$ cat config.mk
export PLATFORM = sky130hd
export DESIGN_NAME = mem_bus_ctrl
export DESIGN_NICKNAME = d
export VERILOG_FILES = /design/src/rtl/mem_bus_ctrl.sv
export SDC_FILE = /design/constraint.sdc
export NUM_CORES = 1
export LEC_CHECK = 0
export ABC_AREA = 1
export ABC_CLOCK_PERIOD_IN_PS = 1560
export CORE_ASPECT_RATIO = 0.8
export CORE_MARGIN = 2
export CORE_UTILIZATION = 32
export DETAILED_ROUTE_END_ITERATION = 16
export PLACE_DENSITY = 0.8
export SYNTH_ARGS = -nofsm -noshare
export SYNTH_HDL_FRONTEND = slang
export SYNTH_SLANG_ARGS = --single-unit
$ cat constraint.sdc
create_clock -name clk -period 1.56 [get_ports clk]
set_input_delay 0.312 -clock clk [delete_from_list [all_inputs] [get_ports clk]]
set_output_delay 0.312 -clock clk [all_outputs]
set_load 0.02 [all_outputs]
$ cat src/rtl/mem_bus_ctrl.sv
// Memory-stage bus controller: drives SRAM (RAM1) and the memory-mapped UART for loads/stores.
// Latency: load RAM_WAIT+2, SRAM store RAM_WAIT+3, status read 2 cycles (request through DONE).
// Backpressure: memStall holds the pipeline until DONE; optional MEM_BUS_TIMEOUT_EN bounds UART TX waits.
module mem_bus_ctrl #(
    parameter int unsigned RAM_WAIT       = 1,
    parameter logic [15:0] UART_DATA_ADDR = 16'hBF00,
    parameter logic [15:0] UART_STAT_ADDR = 16'hBF01,
    parameter int unsigned TIMEOUT_CYC    = 1023
) (
    input  logic        clk,
    input  logic        rst,
    input  logic [15:0] Address,
    input  logic [15:0] WriteData,
    input  logic        MemRead,
    input  logic        MemWrite,
    output logic [15:0] ReadData,
    output logic        memStall,
    output logic [17:0] ram_addr,
    output logic [15:0] ram_dout,
    input  logic [15:0] ram_din,
    output logic        ram_doe,
    output logic        ram_ce_n,
    output logic        ram_oe_n,
    output logic        ram_we_n,
    output logic        uart_rdn,
    output logic        uart_wrn,
    input  logic        uart_dready,
    input  logic        uart_tbre,
    input  logic        uart_tsre,
    output logic        busErr
);

    if (RAM_WAIT < 1 || RAM_WAIT > 15 || TIMEOUT_CYC < 1 || TIMEOUT_CYC > 1023) begin : g_bad_param
        $error("mem_bus_ctrl: RAM_WAIT or TIMEOUT_CYC out of range");
    end

    typedef enum logic [2:0] {
        IDLE, RD, WR_SETUP, WR_PULSE, U_RD, U_WR, U_WAIT, DONE
    } state_t;

    localparam logic [3:0] WAIT_LAST = 4'(RAM_WAIT - 1);

    state_t      state_q, state_d;
    logic [3:0]  cnt_q, cnt_d;
    logic [15:0] rdata_q, rdata_d;
    logic        sram_wr_q, sram_wr_d;
    logic        tx_idle;
    logic        wait_last;

    assign tx_idle   = uart_tbre & uart_tsre;
    assign wait_last = (cnt_q == WAIT_LAST);

`ifdef MEM_BUS_TIMEOUT_EN
    localparam logic [9:0] TO_LAST = 10'(TIMEOUT_CYC - 1);
    logic [9:0] to_cnt_q, to_cnt_d;
    logic       bus_err_q, bus_err_d;
`endif

    always_comb begin
        state_d   = state_q;
        rdata_d   = rdata_q;
        sram_wr_d = 1'b0;
`ifdef MEM_BUS_TIMEOUT_EN
        bus_err_d = bus_err_q;
`endif
        case (state_q)
            IDLE: begin
                if (MemWrite) begin
                    if (Address == UART_STAT_ADDR)      state_d = DONE;
                    else if (Address == UART_DATA_ADDR) state_d = U_WR;
                    else                                state_d = WR_SETUP;
                end else if (MemRead) begin
                    if (Address == UART_STAT_ADDR) begin
                        state_d = DONE;
                        rdata_d = {14'b0, uart_dready, tx_idle};
                    end else if (Address == UART_DATA_ADDR) begin
                        state_d = U_RD;
                    end else begin
                        state_d = RD;
                    end
                end
            end
            RD: if (wait_last) begin
                rdata_d = ram_din;
                state_d = DONE;
            end
            WR_SETUP: state_d = WR_PULSE;
            WR_PULSE: if (wait_last) begin
                state_d   = DONE;
                sram_wr_d = 1'b1;
            end
            U_RD: if (wait_last) begin
                rdata_d = {8'h00, ram_din[7:0]};
                state_d = DONE;
            end
            U_WR: if (wait_last) state_d = U_WAIT;
            U_WAIT: begin
                if (tx_idle) begin
                    state_d = DONE;
                end
`ifdef MEM_BUS_TIMEOUT_EN
                else if (to_cnt_q == TO_LAST) begin
                    state_d   = DONE;
                    bus_err_d = 1'b1;
                end
`endif
            end
            DONE:    state_d = IDLE;
            default: state_d = IDLE;
        endcase
        // Wait counters restart whenever a new state is entered.
        cnt_d = (state_d == state_q) ? cnt_q + 4'd1 : 4'd0;
`ifdef MEM_BUS_TIMEOUT_EN
        to_cnt_d = (state_d == state_q) ? to_cnt_q + 10'd1 : 10'd0;
`endif
    end

    always_ff @(posedge clk or negedge rst) begin
        if (!rst) begin
            state_q   <= IDLE;
            cnt_q     <= 4'd0;
            rdata_q   <= 16'h0000;
            sram_wr_q <= 1'b0;
        end else begin
            state_q   <= state_d;
            cnt_q     <= cnt_d;
            rdata_q   <= rdata_d;
            sram_wr_q <= sram_wr_d;
        end
    end

`ifdef MEM_BUS_TIMEOUT_EN
    always_ff @(posedge clk or negedge rst) begin
        if (!rst) begin
            to_cnt_q  <= 10'd0;
            bus_err_q <= 1'b0;
        end else begin
            to_cnt_q  <= to_cnt_d;
            bus_err_q <= bus_err_d;
        end
    end
    assign busErr = bus_err_q;
`else
    assign busErr = 1'b0;
`endif

    // DONE after an SRAM store keeps CE and the data driven for address/data hold.
    logic sram_hold;
    assign sram_hold = (state_q == DONE) && sram_wr_q;

    assign ReadData = rdata_q;
    assign ram_addr = {2'b00, Address};
    assign ram_dout = (state_q == U_WR) ? {8'h00, WriteData[7:0]} : WriteData;
    assign ram_doe  = (state_q == WR_SETUP) || (state_q == WR_PULSE) || (state_q == U_WR) || sram_hold;
    assign ram_ce_n = !((state_q == RD) || (state_q == WR_SETUP) || (state_q == WR_PULSE) || sram_hold);
    assign ram_oe_n = (state_q != RD);
    assign ram_we_n = (state_q != WR_PULSE);
    assign uart_rdn = (state_q != U_RD);
    assign uart_wrn = (state_q != U_WR);

    // Gated by reset so an aborted access releases the pipeline immediately.
    assign memStall = rst && ((state_q == IDLE) ? (MemRead || MemWrite) : (state_q != DONE));

endmodule

# After elaboration in Yosys (flattened, before gate mapping)
# Index checks and enable logic that the tools add are counted.
# word_totals
reg_bits	24
latchBits	0
ramBits	0
romBits	0
input_bits	55
output_inout_bits	58
wordCells	62
mem_count	0
# op_classes
add_sub_neg	1
n_mul	0
n_div	0
order_cmp	0
eq_ne	20
shifts	0
n_mux	21
bitwise_logic	1
n_reduce_logical	15
# op_table
op	count
16-bit 2-to-1 mux	6
16-bit one-hot mux with 3 select lines	1
16-bit equality test, second input constant	2
3-bit 2-to-1 mux	9
3-bit one-hot mux with 6 select lines	1
3-bit equality test, second input constant	4
2-bit inequality test, second input constant	5
3-bit inequality test, second input constant	3
1-bit logical OR	7
3-bit by 2-bit equality test with 1-bit output, second input constant	2
6-bit AND reduction	1
4-bit by 1-bit adder with 4-bit output, second input constant	1
4-bit zero test	1
4-bit 2-to-1 mux	1
3-bit by 1-bit equality test with 1-bit output, second input constant	1
3-bit equality test	1
3-bit zero test	1
1-bit 2-to-1 mux	3
3-bit by 1-bit inequality test with 1-bit output, second input constant	1
3-bit by 2-bit inequality test with 1-bit output, second input constant	1
3-bit nonzero test	1
3-bit OR reduction	1
1-bit logical AND	2
1-bit AND	1
1-bit zero test	1

# Depth between registers and ports, before layout
# logic_depth
word_depth	8
mapped_depth	12
depth_no_buf	12

# Least setup slack after synthesis
# No wires, ideal clock.
# synth_timing
kind	register -> output
start	register state_q[2]
end	output ram_doe
arrival_time_ns	1.255
required_time_ns	1.248
slack_ns	-0.007
path_stages_with_launch	5
n_path_buf	0
path_cell_list	dfrtp_1 > nand2_1 > nor2_2 > inv_1 > o211ai_1
# synth_between
elab_chain_len	4
elab_cells_between_ends	8
classes_between	eq/ne: 4; reduce/logical: 4
# synth_rtl
element	line_no	text
from (decl)	43	state_t state_q, state_d;
from (signal assigned)	125	state_q <= state_d;
3-bit by 2-bit equality test with 1-bit output	154	assign ram_doe = (state_q == WR_SETUP) || (state_q == WR_PULSE) || (state_q == U_WR) || sram_hold;
1-bit logical OR (2 in a row)	154	
1-bit logical OR *	154	
to (decl)	21	output logic ram_doe,
# Every way passes the cells marked *; elsewhere a longest branch is shown, timed or not.

# Worst setup path in the final report
# layout_timing
start	register state_q[2]
end	output memStall
# layout_between
elab_chain_len	3
elab_cells_between_ends	4
classes_between	eq/ne: 1; mux: 1; reduce/logical: 2
# layout_rtl
element	line_no	text
3-bit inequality test or 3-bit zero test (tied branches)	162	assign memStall = rst && ((state_q == IDLE) ? (MemRead || MemWrite) : (state_q != DONE));
1-bit 2-to-1 mux *	162	
1-bit logical AND *	162	
to (decl)	17	output logic memStall,
# Marked as above.

==> impl_results.md <==
- CP max-delay cell: dfrtp_1
- Initial DRC count: 57
- Yosys warns: 0
- Fin crit share: 1.103
- Unrepaired setup endpoints after global routing: true
- Sequential-to-total area share from yosys stat: 0.3709
- Clock Power Share: 0.119
- Yosys cell types: 26
- Placed insts: 375
- WP data required: 1.25 ns
- Pre-antenna DRT Iters: 4
- Mapped Avg Cell Area: 7.260 um2
- Die X: 83.53 um
- RePlAce Congestion: 0.8807
- Crit-path max FO: 5
- Final hold slack: 0.5042 ns
- # IOs: 113
- PortBufs: 93
- Int Pwr: 2.600 mW
- Final cell count without fillers: 383
- Post-Synth Simple-Gate Area: 0.2736
- Post-cts hold buffer count: 0
- GRT Total Usage: 0.1666
- Grt total ovfl: 0
- N_diodes: 0
- Clk buf depth: 2
- Multi-input gate area: 848.3 um2
- Maxcap violations: 0
- Setup Skew: 0.003709 ns
- Nets: 379
- Die area: 5648 um2
- Crit path largest cell delay: 0.43 ns
- First-pass GRT wire length: 7617 um
- Total number of vias: 1733
- Hold Crit Class: in -> async
- Dpl hpwl: 3562 um
- Status: finished with violations
- Maximum clock frequency: 581.3 MHz
- Min Tclk post-route: 1.720 ns
- Cell count after synthesis: 223
- Share of cells above drive strength 1: 0.3520
- Storage element area: 603.1 um2
- Crit path capture type: primary output
- Count of final hold-check violations: 0
- Post-synthesis mux area share: 0
- Area Overhead vs Synth: 83.54%
- Pwr Total: 4.629 mW
- Logic gate share of total power: 0.656
- Failing checks: negative setup slack
- Row cnt: 23
- Synth Area in Adders: 0.01546
- CTS sink cnt: 24
- Most frequent cells in the layout: 36 x inv_1, 36 x clkdlybuf4s50_1, 25 x buf_4
- Share of power burned in registers: 0.225
- WP data arrival: 1.41 ns
- Synth Area in Compound Gates: 0.09119
- Effective utilization at floorplan: 0.3271
- Worst-Skew Late Latency: 0.27 ns
- Cell-by-cell trace of the critical path: buf_6 > inv_2 > nand2_2 > nor3_4 > nor2_1 > buf_4
- Critical path class: reg -> out
- Worst VDD drop: 0.001153 V
- Largest cells by area after synthesis: dfrtp_1 37%, buf_4 13%, inv_1 8.8%, nand3_1 7.7%, nand2_1 7.2%
- Synth top area share: 0.3709
- Mapped Area: 1619 um2
- Post-route ant nets: 0
- Slew Limit Fails: 0
- Beginning of the worst register-to-register path: state_q[2]
- H-tree depth: 1
- Switch Pwr: 2.029 mW
- Fillers: 425
- Number of global-route vias before repair: 1660
- Post-route DRC: 0
- Die Y: 67.62 um
- Final setup violation count: 34
- Largest family of logic cells by synthesized area: simple AND/OR/NAND/NOR gates
- Power Density: 1558 nW/um2
- Startpoint Class: flop
- Num CTS Buffers: 3
- Worst-path clk slew: 0.09 ns
- Area leader, netlist: dfrtp_1
- Drt total wl: 4892 um
- Area share of xor/xnor cells in the synthesized design: 0.01082
- Sw Share: 0.4382
- Core area: 4950 um2
- P_leak: 1.624 nW
- Number of vias per cell: 4.525
- Setup WS post-layout: -0.1603 ns
- CTS tree: done
- Initial antenna violation count: 0
- Critical Path Start: state_q[2]
- Pin count of the biggest net entering global routing: 33
- Number of synthesized register bits: 24
- Routed len/inst: 12.77 um
- Root Buffer: clkbuf_8
Yosys cell counts, drive strengths merged:
library cell / n
xor2: 1
conb: 1
o2111ai: 1
nor2: 32
nor3: 1
nand2: 34
o21ai: 18
inv: 41
buf: 31
nand4: 2
xnor2: 1
o211ai: 2
nand3: 26
a31oi: 2
and2: 2
dfrtp: 24
ha: 2
a21oi: 2
cells by family after synthesis:
group | after synthesis
XOR/XNOR | 2
adder cells (fa/ha/maj) | 2
AO/OA/AOI/OAI | 25
AND/OR/NAND/NOR | 97
buffers and inverters | 72
flip-flops | 24
other | 1
path summary, 6_finish.rpt:
check / end / slack (ns) / depth (start not counted)
worst min-delay path: ReadData[6] / 0.50 / 2
worst max-delay path: memStall / -0.16 / 6
min in group clk: ReadData[14] / 0.53 / 2
worst min register to register: ReadData[14] / 0.53 / 2
max in group asynchronous: state_q[0] / 0.80 / 2
worst max register to register: ReadData[1] / -0.12 / 11
metrics by stage:
stage,utilization,worst slack (ns),instance area [um2],TNS [ns]
detailed placement,0.5319,-0.4530,2633,-15.23
global route,0.6004,-0.2422,2972,-6.277
global placement,0.5319,-0.3735,2633,-13.25
CTS,0.5602,-0.1471,2773,-2.575
finish,0.6004,-0.1603,2972,-3.421
floorplan,-,0.06087,1632,0
power groups by stage:
stage	sequential [mW]	combinational, mW	clock [mW]
2_1_floorplan	1.23	1.16	0
3_5_place_dp	1.03	2.67	0
4_1_cts	1.04	2.78	0.567
3_3_place_gp	1.03	2.62	0
6_report	1.04	3.03	0.552
5_1_grt	1.08	3.28	0.592
sequential cells by signal (all words and copies together), names as in the netlist:
register / count
ReadData: 16
cnt_q: 4
sram_wr_q: 1
state_q: 3
layer usage:
layer | part of all wire | GRT usage | up-vias
li1 | - | - | 864
met2 | 0.50 | 0.2883 | 41
met3 | 0.050 | 0.03667 | 4
met4 | 0.0074 | 0.04234 | 0
met1 | 0.45 | 0.2154 | 824
met5 | 0 | 0 | -
worst max-delay path: cells and delay by family (launching register included):
| family | cells | cell delay (ns) |
|---|---|---|
| buf+inv | 3 | 0.36 |
| flops | 1 | 0.43 |
| simple gates | 3 | 0.32 |
layout make-up:
type                            instances  area share
Timing Repair Buffer                  123      0.4088
Inverter                               41     0.05263
Clock buffer                            3     0.01389
Sequential cell                        24      0.2029
Multi-Input combinational cell        129      0.2855
Clock inverter                          1     0.01011
Tap cell                               62     0.02611
what timing repair did:
action	CTS	global route
gates resized for setup	136	61
endpoints found under the setup margin	58	46
pin swaps	10	18
buffers inserted	3	2
(Power assumes the default switching activity.)
